$ cat config.mk
export PLATFORM = sky130hd
export DESIGN_NAME = mod_counter_cascade
export DESIGN_NICKNAME = d
export VERILOG_FILES = /design/src/rtl/mod_counter_pkg.sv /design/src/rtl/mod_counter_stage.sv /design/src/rtl/mod_counter_cascade.sv
export SDC_FILE = /design/constraint.sdc
export NUM_CORES = 1
export LEC_CHECK = 0
export CAP_MARGIN = 25
export CORE_MARGIN = 5
export CORE_UTILIZATION = 25
export DETAILED_ROUTE_END_ITERATION = 16
export PLACE_DENSITY = 0.57
export SLEW_MARGIN = 20
export SYNTH_ARGS = -nofsm -noshare
export SYNTH_HDL_FRONTEND = slang
export SYNTH_SLANG_ARGS = --single-unit
$ cat constraint.sdc
create_clock -name clk -period 6.6 [get_ports clk]
set_clock_uncertainty 0.1 [all_clocks]
set_input_delay 0.66 -clock clk [delete_from_list [all_inputs] [get_ports clk]]
set_output_delay 0.66 -clock clk [all_outputs]
set_load 0.01 [all_outputs]
$ cat src/rtl/mod_counter_pkg.sv
// Shared types and helpers for the cascaded modulo counter.
package mod_counter_pkg;

    typedef enum logic [1:0] {DIR_HOLD, DIR_UP, DIR_DOWN} dir_t;

    // Moduli 0 and 1 both count as modulus 1.
    function automatic logic [31:0] eff_mod(input logic [31:0] m);
        return (m == 32'd0) ? 32'd1 : m;
    endfunction

    function automatic int slice_lo(input int stage, input int wid);
        return stage * wid;
    endfunction

endpackage

$ cat src/rtl/mod_counter_stage.sv
// One WID-bit modulo counter stage; wrap is combinational and qualified by en.
module mod_counter_stage
    import mod_counter_pkg::*;
#(
    parameter int WID = 4
) (
    input  logic           clk,
    input  logic           reset,
    input  logic           en,
    input  dir_t           dir,
    input  logic           load,
    input  logic [WID-1:0] load_val,
    input  logic [WID-1:0] mod,
    output logic [WID-1:0] count,
    output logic           wrap
);

    localparam int EW = WID + 1;

    logic [WID:0] count_ext;
    logic [WID:0] last;
    logic         up_wrap;
    logic         down_wrap;
    logic         above;

    // One extra bit keeps M-1 from underflowing and out-of-range compares exact.
    assign count_ext = {1'b0, count};
    assign last      = EW'(eff_mod(32'(mod))) - EW'(1);
    assign up_wrap   = (count_ext >= last);
    assign down_wrap = (count == '0);
    assign above     = (count_ext > last);

    assign wrap = en && (((dir == DIR_UP) && up_wrap) || ((dir == DIR_DOWN) && down_wrap));

    // NOTE: state uses non-blocking assignments so every stage samples pre-edge values.
    always_ff @(posedge clk) begin
        if (reset) begin
            count <= '0;
        end else if (load) begin
            count <= load_val;
        end else if (en) begin
            case (dir)
                DIR_UP:   count <= up_wrap ? '0 : count + WID'(1);
                DIR_DOWN: count <= (down_wrap || above) ? last[WID-1:0] : count - WID'(1);
                default:  count <= count;
            endcase
        end
    end

endmodule

$ cat src/rtl/mod_counter_cascade.sv
// Chain of modulo counter stages cascaded through carries/borrows, stage 0 least significant.
module mod_counter_cascade
    import mod_counter_pkg::*;
#(
    parameter int NUM_STAGES  = 2,
    parameter int WID         = 4,
    parameter int DEFAULT_MOD = 10
) (
    input  logic                      clk,
    input  logic                      reset,
    input  logic                      increment,
    input  logic                      decrement,
    input  logic                      load,
    input  logic [NUM_STAGES*WID-1:0] load_value,
    input  logic [NUM_STAGES*WID-1:0] mod_value,
    output logic [NUM_STAGES*WID-1:0] count,
    output logic [NUM_STAGES-1:0]     stage_wrap,
    output logic                      rolling_over,
    output logic                      rolling_under,
    output logic                      at_zero
);

    dir_t                  dir;
    logic [NUM_STAGES-1:0] en;

    // NOTE: every always_comb output gets a default first so no latch is inferred.
    always_comb begin
        dir = DIR_HOLD;
        if (increment && !decrement)      dir = DIR_UP;
        else if (decrement && !increment) dir = DIR_DOWN;
    end

    // Reset and load suppress the step, which also silences every pulse that cycle.
    assign en[0] = !reset && !load && (dir != DIR_HOLD);

    for (genvar k = 0; k < NUM_STAGES; k++) begin : g_stage
        localparam int LO = slice_lo(k, WID);

        if (k > 0) begin : g_chain
            assign en[k] = en[k-1] && stage_wrap[k-1];
        end

        mod_counter_stage #(.WID(WID)) u_stage (
            .clk      (clk),
            .reset    (reset),
            .en       (en[k]),
            .dir      (dir),
            .load     (load),
            .load_val (load_value[LO +: WID]),
            .mod      (mod_value[LO +: WID]),
            .count    (count[LO +: WID]),
            .wrap     (stage_wrap[k])
        );
    end

    assign rolling_over  = (dir == DIR_UP)   && stage_wrap[NUM_STAGES-1];
    assign rolling_under = (dir == DIR_DOWN) && stage_wrap[NUM_STAGES-1];
    assign at_zero       = (count == '0);

endmodule
==> results_tabular.tex <==
\begin{tabular}{lr}
\hline
Metric & Value \\
\hline
\multicolumn{2}{l}{\textbf{Status}} \\
\quad Result of the run & completed \\
\multicolumn{2}{l}{\textbf{Synthesis}} \\
\quad Dominant register cell in the synthesized netlist & dfxtp\_1 \\
\quad Number of enable-type register cells in the synthesized netlist & 0 \\
\quad Library cells used by synthesis & 51 \\
\quad Seq/Total Area, Yosys & 0.122 \\
\quad Total of flip-flops plus latches after synthesis & 8 \\
\quad Number of standard cells after synthesis & roughly 180 \\
\quad Mapped cell area & about 0.0013 mm\^{}2 \\
\quad Count of warnings emitted by yosys & 0 \\
\quad Share of synthesized flip-flops with an asynchronous set or reset & 0 \\
\quad Post-synthesis net count & about 210 \\
\quad Syn\_area\_per\_cell & 7.49 um\^{}2 \\
\multicolumn{2}{l}{\textbf{Final layout}} \\
\quad Sequential cell area & around 160 um\^{}2 \\
\quad Most common cell after layout, fill and taps aside & clkdlybuf4s50\_1 \\
\quad Number of diodes & 0 \\
\quad Highest-count cells in the layout ignoring fill and taps & clkdlybuf4s50\_1 (33), ha\_1 (17), inv\_1 (15) \\
\quad Top register by number of flip-flops & g\_stage.u\_stage.count \\
\quad Ratio of cells with drive above 1 in the final layout & 0.0644 \\
\quad Area taken by multi-input logic gates & between 0.001 and 0.0015 mm\^{}2 \\
\quad Synthesis-to-layout area growth & 31.0\% \\
\quad Top flop regs & g\_stage.u\_stage.count (8) \\
\quad Filler cell count & 558 \\
\quad Layout Cells excl Fill & 272 \\
\quad Largest register FFs & 8 \\
\quad Final design area excluding fillers & roughly 0.0017 mm\^{}2 \\
\quad Final-stage net count & between 200 and 250 \\
\multicolumn{2}{l}{\textbf{GRT}} \\
\quad GRT Util Overall & 0.119 \\
\quad Number of global-route vias before repair & around 1300 \\
\quad Remaining Overflow, GRT & 0 \\
\quad Wire length of the first global-routing pass & $\sim$6300 um \\
\quad Initial antenna violation count & 0 \\
\quad Pin count of the biggest net entering global routing & 20 \\
\multicolumn{2}{l}{\textbf{Clocking}} \\
\quad Number of setup buffers added after CTS & 0 \\
\quad Sink count of the clock tree & 8 \\
\quad Post-cts sizing count & 0 \\
\quad Deepest clock path buffer count & 2 \\
\quad H-Tree Depth & 1 \\
\quad Root buffer selected by CTS & clkbuf\_8 \\
\quad Clock slew seen by the registers of the worst setup and hold paths & about 0.04 ns \\
\quad Clock tree from TritonCTS & yes \\
\quad Clock network latency to the later pin of the worst-skew pair & between 0.2 and 0.25 ns \\
\quad Number of CTS-inserted buffers & 3 \\
\quad Number of buffers added to fix hold violations after cts & 0 \\
\multicolumn{2}{l}{\textbf{STA}} \\
\quad Setup repair after global routing missed its margin & no \\
\quad Final Setup Violations & 0 \\
\quad Sum Neg Setup Slack & 0 ns \\
\quad Worst slew slack as a fraction of its limit & 0.476 \\
\quad Achievable Freq & 221 MHz \\
\quad Post-route fraction of the period consumed by the critical path & 0.685 \\
\quad WHS & 0.559 ns \\
\quad Worst-margin pin slew & 0.784 ns \\
\quad Minimum period implied by the final worst setup slack & roughly 4.5 ns \\
\quad Number of failing hold endpoints at the final stage & 0 \\
\quad Number of max-slew violations in the final report & 0 \\
\multicolumn{2}{l}{\textbf{Route}} \\
\quad Post-DR wirelength/cell & about 14 um \\
\quad DRC & 0 \\
\quad Detailed Route WL & between 3000 and 4000 um \\
\quad Antenna Violating Nets Remaining & 0 \\
\quad DR vias & between 1000 and 1500 \\
\quad Pre-antenna DRT Iters & 4 \\
\quad Starting DRT DRC Count & 79 \\
\quad Post-DR vias/cell & between 5 and 6 \\
\multicolumn{2}{l}{\textbf{Placement}} \\
\quad Placed Cells & between 200 and 300 \\
\quad Quantity of I/O buffers inserted on ports & 33 \\
\quad Post-detailed-placement half-perimeter wirelength & around 3000 um \\
\quad Global placement routability congestion & around 0.8 \\
\quad Placed cell areas & $\sim$0.0017 mm\^{}2 \\
\multicolumn{2}{l}{\textbf{Pwr}} \\
\quad Power density cells & between 100 and 150 mW/mm\^{}2 \\
\quad Total power & about 0.00025 W \\
\quad Worst IR Drop VDD & roughly 56 uV \\
\quad Leakage power of the design & approximately 0.67 nW \\
\multicolumn{2}{l}{\textbf{Floorplan}} \\
\quad Die Area & 0.00679 mm\^{}2 \\
\quad I/O pin total & 34 \\
\quad Placeable core area & 0.00511 mm\^{}2 \\
\quad Horizontal die dimension & 82.4 um \\
\quad Effective utilization at floorplan & 0.257 \\
\quad Chip Height & 82.4 um \\
\quad Std-Cell Rows & 26 \\
\multicolumn{2}{l}{\textbf{Critical path}} \\
\quad Kind of end point of the critical path & primary output \\
\quad Critical path required time & 5.84 ns \\
\quad Top fanout value on the critical path & 7 \\
\quad Data arrival time at the worst-slack endpoint & between 3 and 4 ns \\
\quad Startpoint Class & primary input \\
\quad Critical setup path kind & in2out \\
\multicolumn{2}{l}{\textbf{Run}} \\
\quad Max cap viols & 0 \\
\multicolumn{2}{l}{\textbf{Worst hold path}} \\
\quad Type of the most critical hold path & reg2reg \\
\hline
\end{tabular}
final timing paths:
path | from | to | slack [ns] | cells after the start
max | mod_value[2] | rolling_under | 2.08 | 13
min | g_stage[1].u_stage.count[0] | g_stage[1].u_stage.count[0] | 0.56 | 2
min reg2reg | g_stage[1].u_stage.count[0] | g_stage[1].u_stage.count[0] | 0.56 | 2
max reg2reg | g_stage[1].u_stage.count[0] | g_stage[1].u_stage.count[1] | 4.26 | 7
power by group:
part | internal, W | switching (W) | total [W]
Combinational | 0.0000606 | 0.0000657 | 0.000126
Clock | 0.0000397 | 0.0000213 | 0.0000611
Sequential | 0.0000523 | 0.00000874 | 0.0000610
through the flow:
stage	setup WS, ns	util
finish	2.08	0.336
global route	1.83	0.336
CTS	2.08	0.336
detailed placement	2.09	0.328
global placement	2.18	0.327
floorplan	3.31	-
cell usage after synthesis (all sizes together) (4+ instances only):
| library cell | count | area [um^2] |
|---|---|---|
| ha | 17 | 213 |
| inv | 16 | 60.1 |
| a21oi | 14 | 70.1 |
| o21ai | 13 | 68.8 |
| nand2 | 9 | 33.8 |
| nor3 | 9 | 50.1 |
| dfxtp | 8 | 160 |
| buf | 6 | 41.3 |
| nor2 | 6 | 22.5 |
| a211oi | 5 | 37.5 |
| o31ai | 5 | 37.5 |
| xor2 | 5 | 43.8 |
| a2111oi | 4 | 35.0 |
| and3 | 4 | 25.0 |
| clkbuf | 4 | 16.3 |
| nor3b | 4 | 35.0 |
final cells by class:
cell class	count	area share
Sequential cell	8	0.0932
Multi-Input combinational cell	141	0.602
Tap cell	70	0.0510
Clock buffer	3	0.0240
Inverter	16	0.0350
Timing Repair Buffer	34	0.195
per-layer routing:
layer	GRT usage	part of all wire
met5	0	0
met4	0.0199	0.0055
met3	0.0315	0.056
met2	0.186	0.45
met1	0.165	0.49
worst max-delay path, stage by stage:
cell and delay [ns]:
clkdlybuf4s50_1 0.52, nor3_1 0.06, nor2_1 0.18, ha_1 0.19
xor2_1 0.19, inv_1 0.07, ha_1 0.32, nand2_1 0.07
o21ai_1 0.37, a22o_4 0.23, and2b_4 0.19, nor3b_2 0.16
clkdlybuf4s50_1 0.57
kinds of logic (layout without fill, tap and decap cells):
kind of cell,count (synthesis),after routing,share of synthesized area
compound gates,61,61,0.320
fa+ha+maj,17,17,0.162
buf+inv,26,53,0.0897
flops,8,8,0.122
simple gates,55,55,0.253
xor+xnor,8,8,0.0534
Note: power is estimated with default switching activity, not from simulation.
==> RTL edit: new RTL, same flow settings <==
`WID` is set to 4 in 2 places; all go to 6.
--- a/src/rtl/mod_counter_stage.sv
+++ b/src/rtl/mod_counter_stage.sv
@@ -2,7 +2,7 @@
 module mod_counter_stage
     import mod_counter_pkg::*;
 #(
-    parameter int WID = 4
+    parameter int WID = 6
 ) (
     input  logic           clk,
     input  logic           reset,
--- a/src/rtl/mod_counter_cascade.sv
+++ b/src/rtl/mod_counter_cascade.sv
@@ -3,7 +3,7 @@
     import mod_counter_pkg::*;
 #(
     parameter int NUM_STAGES  = 2,
-    parameter int WID         = 4,
+    parameter int WID         = 6,
     parameter int DEFAULT_MOD = 10
 ) (
     input  logic                      clk,
Ports: changed (resized count, load_value and mod_value); port bits go from 34 to 46. The function was not compared with the original's and may differ.
==> RTL edit against the unedited design <==
- register-to-register slack lost 0.36 ns
- design area grew 47%
- non-clock buffer count rose by 11
- clock power is 14% higher
- final cell count rose by 50%
- power increased by 53%
- routed wire length up 63%
- sequential cell count up 4
- synthesized area up 52%
- core utilization down 0.96 points
- combinational power rose by 69%
- sequential share of layout area is 0.19 points higher
- worst setup slack got worse by 0.55 ns
==> RTL edit: results (changes against the unedited design) <==
| Metric | Value |
|---|---|
| Top Registers | g_stage.u_stage.count (12) |
| Synth Area in Adders | 13.8% (-2.4 points) |
| Final cell count without fillers | 407 (+50%) |
| Global-route wire length before repair | 10.4 mm (+63%) |
| Placed cell areas | 2480 sq um (+48%) |
| Worst-path clk slew | 0.05 ns |
| Worst-Skew Late Latency | 0.24 ns |
| Area contributors post-synth | ha_1 14%, dfxtp_1 12%, a21oi_1 5.5%, xnor2_1 4.4%, inv_1 4.3% |
| Number of setup buffers added after CTS | 0 (unchanged) |
| Worst Path Arrival | 4.31 ns (+0.55 ns) |
| CP max stage cell | clkdlybuf4s50_1 |
| Synth Flop Type | dfxtp_1 |
| Worst r2r src | g_stage[1].u_stage.count[0] |
| Maximum buffer depth of the clock tree | 2 (unchanged) |
| Net Count, Synth | 323 (+52%) |
| Port Buf Inserts | 45 (+36%) |
| Yosys warns | 0 (unchanged) |
| Ratio of cells with drive above 1 in the final layout | 6.23% (-0.21 points) |
| R2R depth | 8 (+1) |
| Leakage | 0.929 nW (+39%) |
| Gpl congestion | 0.849 (+6.0%) |
| Fill count | 861 (+54%) |
| Post-CTS resize count | 0 (unchanged) |
| Xor/xnor cell area share of the yosys netlist | 6.16% (+0.81 points) |
| Fin nets | 358 (+48%) |
| Mux share of post-synthesis cell area | 0.503% (+0.50 points) |
| Max incr delay on CP | 0.53 ns (-0.04 ns) |
| Number of global-route vias before repair | 2086 (+56%) |
| Post-DP HPWL | 5.02 mm (+67%) |
| Dpl cells | 404 (+50%) |
| Drt first-iter violations | 166 (+110%) |
| Status | finished clean |
| Hold Path Class | flip-flop to flip-flop |
| Sequential element share of the synthesized area | 12.1% (-0.15 points) |
| Tot GR Track Use | 12.5% (+0.58 points) |
| Synth cell count leaders | 23 x inv_1, 22 x a21oi_1, 22 x ha_1 |
| Crit path max fanout | 5 (-2) |
| Synth-to-Final Area Change | 26.8% |
| Largest net degree at the start of global routing | 27 (+35%) |
| Num CTS Buffers | 3 (unchanged) |
| TritonRoute pass-1 iters | 4 (unchanged) |
| Ant diodes | 0 (unchanged) |
| Hold Worst Slack | 0.495 ns (-0.0641 ns) |
| Asr flop ratio synth | 0% (unchanged) |
| Clock root buffer | clkbuf_8 |
| Flop2flop setup slack | 3.90 ns (-0.36 ns) |
| Origin of the worst min-delay path | g_stage[0].u_stage.count[4] |
| H-Tree Depth | 1 (unchanged) |
| Drt via density | 5.38 (+4.1%) |
| Compound-cell area share of the yosys netlist | 30.2% (-1.8 points) |
| Worst Hold Path EP | g_stage[0].u_stage.count[4] |
| VDD IR max | 0.0000541 V (-3.9%) |
| Crit Reg-Reg Endpoint | g_stage[1].u_stage.count[0] |
| Sw power | 0.000163 W (+70%) |
| Unique cell type count in the Yosys netlist | 51 (unchanged) |
| Final WL | 6.23 mm (+63%) |
| Syn_area_per_cell | 7.32 sq um (-2.3%) |
| Slew HR | 38.6% (-9.0 points) |
==> RTL edit: power by group through the flow <==
stage / registers [W] / logic, W / clock network, W
CTS: 0.0000979 / 0.000213 / 0.0000710
finish: 0.0000981 / 0.000213 / 0.0000698
detailed placement: 0.0000995 / 0.000212 / 0
global placement: 0.0000995 / 0.000209 / 0
global route: 0.0000995 / 0.000236 / 0.0000734
floorplan: 0.0000935 / 0.000149 / 0
==> RTL edit: worst max-delay path: cells and delay by family <==
kind | cells | cell delay [ns]
buf+inv | 2 | 1.00
fa+ha+maj | 2 | 0.56
xor+xnor | 1 | 0.09
simple gates | 4 | 0.77
compound gates | 5 | 1.22
==> RTL edit: worst max path at each step <==
stage	from	slack (ns)	depth (start not counted)	endpoint
2_1_floorplan	mod_value[11]	2.87	13	stage_wrap[1]
3_3_place_gp	mod_value[10]	1.65	14	rolling_over
3_5_place_dp	mod_value[10]	1.56	14	rolling_over
4_1_cts	mod_value[10]	1.56	14	rolling_over
5_1_grt	mod_value[10]	1.25	14	rolling_over
6_report	mod_value[10]	1.53	14	rolling_over
==> RTL edit: cell families after synthesis <==
logic type | count (synthesis)
AOI/OAI and AO/OA | 82
adders and majority gates | 22
and+or+nand+nor | 103
buffers and inverters | 38
DFF | 12
xor gates and xnor gates | 14
muxes | 1
==> RTL edit: layout make-up <==
cell class / instances / area [sq um] / share of cell area [%]
multi-input cells: 222 / 1580 / 62.5
repair buffers: 45 / 450 / 17.8
flip-flops and latches: 12 / 240 / 9.51
well taps: 102 / 128 / 5.05
inverters: 23 / 86.3 / 3.42
clock buffers: 3 / 41.3 / 1.64
==> RTL edit: routing by layer <==
layer / GRT usage, % / share of wire, % / up-vias
met5: 0 / 0 / -
met4: 2.84 / 0.69 / 0
met3: 1.96 / 6.3 / 5
met2: 18.6 / 43 / 65
met1: 18.7 / 50 / 1027
li1: - / - / 1094
==> RTL edit: stage by stage <==
stage | util (%) | setup WS, ns
2_1_floorplan | - | 2.87
3_3_place_gp | 32.1 | 1.65
3_5_place_dp | 32.1 | 1.56
4_1_cts | 32.7 | 1.56
5_1_grt | 32.7 | 1.25
6_report | 32.7 | 1.53
